`src/rtl/filter_sched.sv`:
```
// Frame scheduler for a line-buffered filter: primes on the first lines, runs, drains, and
// applies kernel changes only at frame start. Optional macro FILTER_SCHED_STATS_EN adds a resync counter.
module filter_sched #(
    parameter int H_LAST       = 1279,
    parameter int V_LAST       = 719,
    parameter int PRIME_LINES  = 2,
    parameter int DRAIN_CYCLES = 4
) (
    input  logic        clk_in,
    input  logic        rst_in,
    input  logic        data_valid_in,
    input  logic [10:0] hcount_in,
    input  logic [9:0]  vcount_in,
    input  logic [2:0]  sel_req_in,
    input  logic        sel_req_valid_in,
    output logic [2:0]  k_select_out,
    output logic        pipe_en_out,
    output logic        frame_start_out,
    output logic        frame_done_out,
    output logic        sync_err_out,
    output logic [7:0]  frame_count_out,
    output logic [7:0]  sync_err_count_out,
    output logic [1:0]  state_out
);

    typedef enum logic [1:0] {
        IDLE  = 2'd0,
        PRIME = 2'd1,
        RUN   = 2'd2,
        DRAIN = 2'd3
    } state_t;

    localparam logic [10:0] H_LAST_V   = 11'(H_LAST);
    localparam logic [9:0]  V_LAST_V   = 10'(V_LAST);
    localparam logic [15:0] PRIME_LAST = 16'(PRIME_LINES - 1);
    localparam logic [15:0] DRAIN_LAST = 16'(DRAIN_CYCLES - 1);

    state_t      state_q;
    logic [15:0] line_cnt_q;
    logic [15:0] drain_cnt_q;
    logic [2:0]  pend_q;
    logic [2:0]  pend_d;
    logic [2:0]  k_sel_q;
    logic        frame_start_q;
    logic        frame_done_q;
    logic        sync_err_q;
    logic [7:0]  frame_cnt_q;

    logic fs_ev;
    logic le_ev;
    logic fe_ev;
    logic done_d;
    logic resync_d;

    // Stream events; counts are meaningless unless data_valid_in is high.
    always_comb begin
        fs_ev = data_valid_in && (hcount_in == 11'd0) && (vcount_in == 10'd0);
        le_ev = data_valid_in && (hcount_in == H_LAST_V);
        fe_ev = le_ev && (vcount_in == V_LAST_V);
    end

    always_comb begin
        pend_d = sel_req_valid_in ? sel_req_in : pend_q;
    end

    // drain_cnt_q counts remaining DRAIN cycles down to 0; the done pulse is registered so
    // it lands on the last DRAIN cycle. An FS arriving on that cycle must not count twice.
    always_comb begin
        resync_d = fs_ev && ((state_q == PRIME) || (state_q == RUN));
        done_d   = 1'b0;
        case (state_q)
            RUN:     done_d = !fs_ev && fe_ev && (DRAIN_LAST == 16'd0);
            DRAIN:   done_d = fs_ev ? (drain_cnt_q != 16'd0) : (drain_cnt_q == 16'd1);
            default: done_d = 1'b0;
        endcase
    end

    always_ff @(posedge clk_in) begin
        if (rst_in) begin
            state_q       <= IDLE;
            line_cnt_q    <= '0;
            drain_cnt_q   <= '0;
            pend_q        <= '0;
            k_sel_q       <= '0;
            frame_start_q <= 1'b0;
            frame_done_q  <= 1'b0;
            sync_err_q    <= 1'b0;
            frame_cnt_q   <= '0;
        end else begin
            pend_q        <= pend_d;
            frame_start_q <= fs_ev;
            frame_done_q  <= done_d;
            sync_err_q    <= resync_d;
            if (fs_ev) begin
                k_sel_q <= pend_d;
            end
            if (done_d) begin
                frame_cnt_q <= frame_cnt_q + 8'd1;
            end
            case (state_q)
                IDLE: begin
                    if (fs_ev) begin
                        state_q    <= PRIME;
                        line_cnt_q <= '0;
                    end
                end
                PRIME: begin
                    if (fs_ev) begin
                        line_cnt_q <= '0;
                    end else if (le_ev) begin
                        line_cnt_q <= line_cnt_q + 16'd1;
                        if (line_cnt_q == PRIME_LAST) begin
                            state_q <= RUN;
                        end
                    end
                end
                RUN: begin
                    if (fs_ev) begin
                        state_q    <= PRIME;
                        line_cnt_q <= '0;
                    end else if (fe_ev) begin
                        state_q     <= DRAIN;
                        drain_cnt_q <= DRAIN_LAST;
                    end
                end
                DRAIN: begin
                    if (fs_ev) begin
                        state_q    <= PRIME;
                        line_cnt_q <= '0;
                    end else if (drain_cnt_q == 16'd0) begin
                        state_q <= IDLE;
                    end else begin
                        drain_cnt_q <= drain_cnt_q - 16'd1;
                    end
                end
                default: state_q <= IDLE;
            endcase
        end
    end

`ifdef FILTER_SCHED_STATS_EN
    logic [7:0] sync_err_cnt_q;

    always_ff @(posedge clk_in) begin
        if (rst_in) begin
            sync_err_cnt_q <= '0;
        end else if (resync_d && (sync_err_cnt_q != 8'hFF)) begin
            sync_err_cnt_q <= sync_err_cnt_q + 8'd1;
        end
    end

    assign sync_err_count_out = sync_err_cnt_q;
`else
    assign sync_err_count_out = 8'd0;
`endif

    // RUN and DRAIN are the only encodings with bit 1 set, so this is a plain register bit.
    assign pipe_en_out     = state_q[1];
    assign k_select_out    = k_sel_q;
    assign frame_start_out = frame_start_q;
    assign frame_done_out  = frame_done_q;
    assign sync_err_out    = sync_err_q;
    assign frame_count_out = frame_cnt_q;
    assign state_out       = state_q;

endmodule

```
`config.mk`:
```
export PLATFORM = sky130hd
export DESIGN_NAME = filter_sched
export DESIGN_NICKNAME = d
export VERILOG_FILES = /design/src/rtl/filter_sched.sv
export SDC_FILE = /design/constraint.sdc
export NUM_CORES = 1
export LEC_CHECK = 0
export CAP_MARGIN = 10
export CORE_ASPECT_RATIO = 0.75
export CORE_UTILIZATION = 49
export CTS_BUF_LIST = sky130_fd_sc_hd__clkbuf_4 sky130_fd_sc_hd__clkbuf_8
export CTS_CLUSTER_SIZE = 10
export DETAILED_ROUTE_END_ITERATION = 8
export GPL_ROUTABILITY_DRIVEN = 0
export PLACE_DENSITY = 0.82
export SLEW_MARGIN = 20
export SYNTH_ARGS = -nofsm -noshare
export SYNTH_HDL_FRONTEND = slang
export SYNTH_SLANG_ARGS = --single-unit
```
`constraint.sdc`:
```
create_clock -name clk_in -period 2.55 [get_ports clk_in]
set_input_delay 0.3825 -clock clk_in [delete_from_list [all_inputs] [get_ports clk_in]]
set_output_delay 0.3825 -clock clk_in [all_outputs]
set_load 0.1 [all_outputs]
```
==> results.md <==
- Yosys cell types: 55
- Seq cells post-synth: 51
- Area of the core: 0.00538 sq mm
- CP endpoint kind: flip-flop
- Fin util: 66.8%
- Top FF cell, synth: dfxtp_1
- Worst path required time: roughly 2800 ps
- Async SR Flop Fraction: 0%
- First-pass GRT wire length: between 10 and 15 mm
- HP Class: flip-flop to flip-flop
- Cts bufs inserted: 5
- CP Class: flip-flop to flip-flop
- Seq/Total Area, Yosys: between 30% and 40%
- Antenna Cells: 0
- GRT overflow: 0
- Fin nets: ~440
- Worst reg2reg path depth: 8
- Die H: roughly 67 um
- Warning count from the yosys run: 0
- R2r endpoint: state_out[1]
- Post-Syn Instances: ~330
- Synth Area in XOR/XNOR: approximately 3.5%
- Commonest cells after routing, fill and taps aside: dfxtp_1 (51), buf_4 (51), nor2_1 (35), nand2_1 (27), clkdlybuf4s50_1 (24)
- GRT Total Usage: 24.1%
- DIE AREA: roughly 0.0059 sq mm
- Detailed-route DRC error count: 0
- IO buf count: 44
- Minimum clock period: ~2500 ps
- Int Power: between 1 and 1.5 mW
- Starting Density: 51.2%
- DR WL/cell: 14.3 um
- Max Clk Rate: approximately 0.40 GHz
- Synth Area in Compound Gates: roughly 20%
- Vias in the first global route: 2,470
- Via density: ~5.6
- EDFF count, synth: 0
- TritonRoute pass-1 iters: 4
- Max Clock Skew: ~11 ps
- Reg power frac: 50.2%
- Normalized max-slew margin: between 50% and 60%
- Worst path arrival time: 2680 ps
- Reg2reg start: drain_cnt_q[8]
- Comb power frac: under 10%
- Final hold viol count: 0
- Ports: 53
- Die X: ~89 um
- Maximum VDD drop: between 0.0002 and 0.00025 V
- Syn Area/Cell: about 8.4 sq um
- Routed Antenna Nets: 0
- Clock slew at reported path FFs: roughly 100 ps
- Switching power: 0.357 mW
- Largest family of logic cells by synthesized area: simple AND/OR/NAND/NOR gates
- Level count of the clock H-tree: 2
- Worst Tran Pin Value: 644 ps
- Status: finished clean
- Post-Synth Adder-Cell Area: under 10%
- DR iter-0 viols: about 120
- Min-Delay Startpoint: k_select_out[1]
- Maximum fanout along the worst path: 7
- Post-CTS Hold Buffers: 0
- Synth Cell Area: ~0.0028 sq mm
- Clk pwr share: a little over two fifths
- CTS tree: yes
- CTS Buffer Depth: 2
- R2R setup slack: 80 ps
- Largest net degree at the start of global routing: 28
- Period utilisation layout: a little over nine tenths
- HPWL Detailed: roughly 5.2 mm
- Post-synthesis mux area share: under 10%
- Crit path launch type: flip-flop
- Routed vias: approximately 2,700
- Unrepaired setup endpoints after global routing: false
- Clock latency on the worst-skew pair: 310 ps
- Max-slew violation count: 0
- Fraction of layout cells with a size suffix above 1: 19.4%
- Routed WL: a little under 7 mm
- Leak: about 1.4 nW
- Fill count: ~470
- Worst Hold End: k_select_out[1]
- Worst hold path cell count: 1
- Row count: 23
- Simple-gate share of the synthesized area: approximately 28%
- Initial antenna violation count: 0
- Final setup viols: 0
- Power, Total: around 1.6 mW
- Clock Sinks: around 50
- Synthesis-to-layout area growth: 30.5%
- Max Cap Viol: 0
- Clk root buf: clkbuf_8
- Cell area power density: between 400 and 500 mW/mm^2
- Sw frac: between 20 and 25%
[worst max-delay path: stages (launching register included)]
cell	delay, ps
dfxtp_1	360
or4_1	560
buf_4	180
nor4_2	250
buf_4	190
nor2_1	150
o31ai_4	310
a31oi_1	130
a311oi_1	250
[worst max path at each step]
stage / endpoint / start / cells past startpoint
after CTS: drain_cnt_q[11] / hcount_in[9] / 7
after global routing: frame_count_out[5] / vcount_in[5] / 8
after global placement: drain_cnt_q[5] / data_valid_in / 7
after floorplan: drain_cnt_q[6] / state_out[0] / 6
final: state_out[1] / drain_cnt_q[8] / 8
after detailed placement: drain_cnt_q[13] / data_valid_in / 7
[cells by family (layout without fill, tap and decap cells)]
logic type	count (synthesis)	in the layout
buffers and inverters	28	97
AOI/OAI and AO/OA	76	76
muxes	4	4
DFF	51	51
other	1	8
xor gates and xnor gates	11	11
and+or+nand+nor	145	145
adders and majority gates	11	11
[stage by stage]
stage               area [sq um]  instances  TNS [ps]  worst slack (ps)  hold WS, ps
detailed placement          3430        469     -8500              -474          479
CTS                         3580        478         0             0.204          497
floorplan                   2780        334         0              76.9          450
finish                      3590        478         0              76.1          497
global route                3590        478         0              11.3          515
global placement            3430        469     -7930              -398          471
[registers in the layout, indices dropped and copies added (netlist names)]
| name | flops |
|---|---|
| pend_q | 3 |
| frame_count_out | 8 |
| state_out | 2 |
| frame_done_out | 1 |
| line_cnt_q | 16 |
| k_select_out | 3 |
| drain_cnt_q | 16 |
| sync_err_out | 1 |
| frame_start_out | 1 |
[what timing repair did]
action | CTS | global route
pin swaps | 8 | 4
buffers inserted | 1 | 0
setup endpoints to repair | 17 | 23
gates resized for setup | 7 | 3
[power groups by stage]
stage	Combinational, mW	Sequential [mW]	Clock (mW)
floorplan	0.0831	0.818	0
global placement	0.128	0.818	0
detailed placement	0.130	0.818	0
CTS	0.130	0.799	0.674
global route	0.136	0.800	0.707
finish	0.129	0.799	0.664
[final cells by class]
type,count,area [sq um],area share [%]
inverter,11,41.3,1.15
clock inverter,3,67.6,1.88
clock buffer,5,68.8,1.92
sequential,51,1020,28.4
timing repair buffer,78,651,18.1
tap,75,93.8,2.61
multi-input combinational,255,1650,45.9
[layer usage]
| metal | wire length [um] | track usage [%] | vias to the layer above |
|---|---|---|---|
| met1 | 3370 | 32.5 | 1234 |
| met2 | 2880 | 39.8 | 100 |
| met3 | 530 | 4.21 | 7 |
| met4 | 62 | 5.85 | 0 |
| met5 | 0 | 0 | - |
| li1 | - | - | 1354 |
[synth_stat cells (2+ instances only)]
| library cell | count | share of area (%) |
|---|---|---|
| a211oi_1 | 4 | 1.1 |
| or2_2 | 3 | 0.68 |
| inv_1 | 10 | 1.4 |
| ha_1 | 11 | 5.0 |
| o22a_1 | 3 | 0.95 |
| nand4_1 | 9 | 2.0 |
| nor3_1 | 11 | 2.0 |
| mux2i_1 | 4 | 1.5 |
| xor2_1 | 6 | 1.9 |
| nand3_1 | 12 | 2.2 |
| o21ai_1 | 3 | 0.55 |
| o31ai_1 | 5 | 1.4 |
| nand2_1 | 27 | 3.7 |
| clkbuf_1 | 6 | 0.82 |
| a21oi_1 | 22 | 4.0 |
| o22ai_1 | 2 | 0.45 |
| o21a_1 | 3 | 0.82 |
| or4_1 | 7 | 1.9 |
| buf_2 | 2 | 0.36 |
| nor3b_1 | 2 | 0.55 |
| dfxtp_1 | 51 | 37 |
| nor2_1 | 36 | 4.9 |
| or3_1 | 7 | 1.6 |
| and3_1 | 4 | 0.91 |
| a31oi_1 | 2 | 0.45 |
| and2_1 | 3 | 0.68 |
| xnor2_1 | 5 | 1.6 |
| o21ai_0 | 12 | 2.2 |
| o41a_1 | 2 | 0.82 |
| a311oi_1 | 6 | 1.9 |
| nor4_1 | 15 | 3.4 |
| buf_4 | 9 | 2.5 |
No activity file was read; power rests on OpenSTA's default activity.
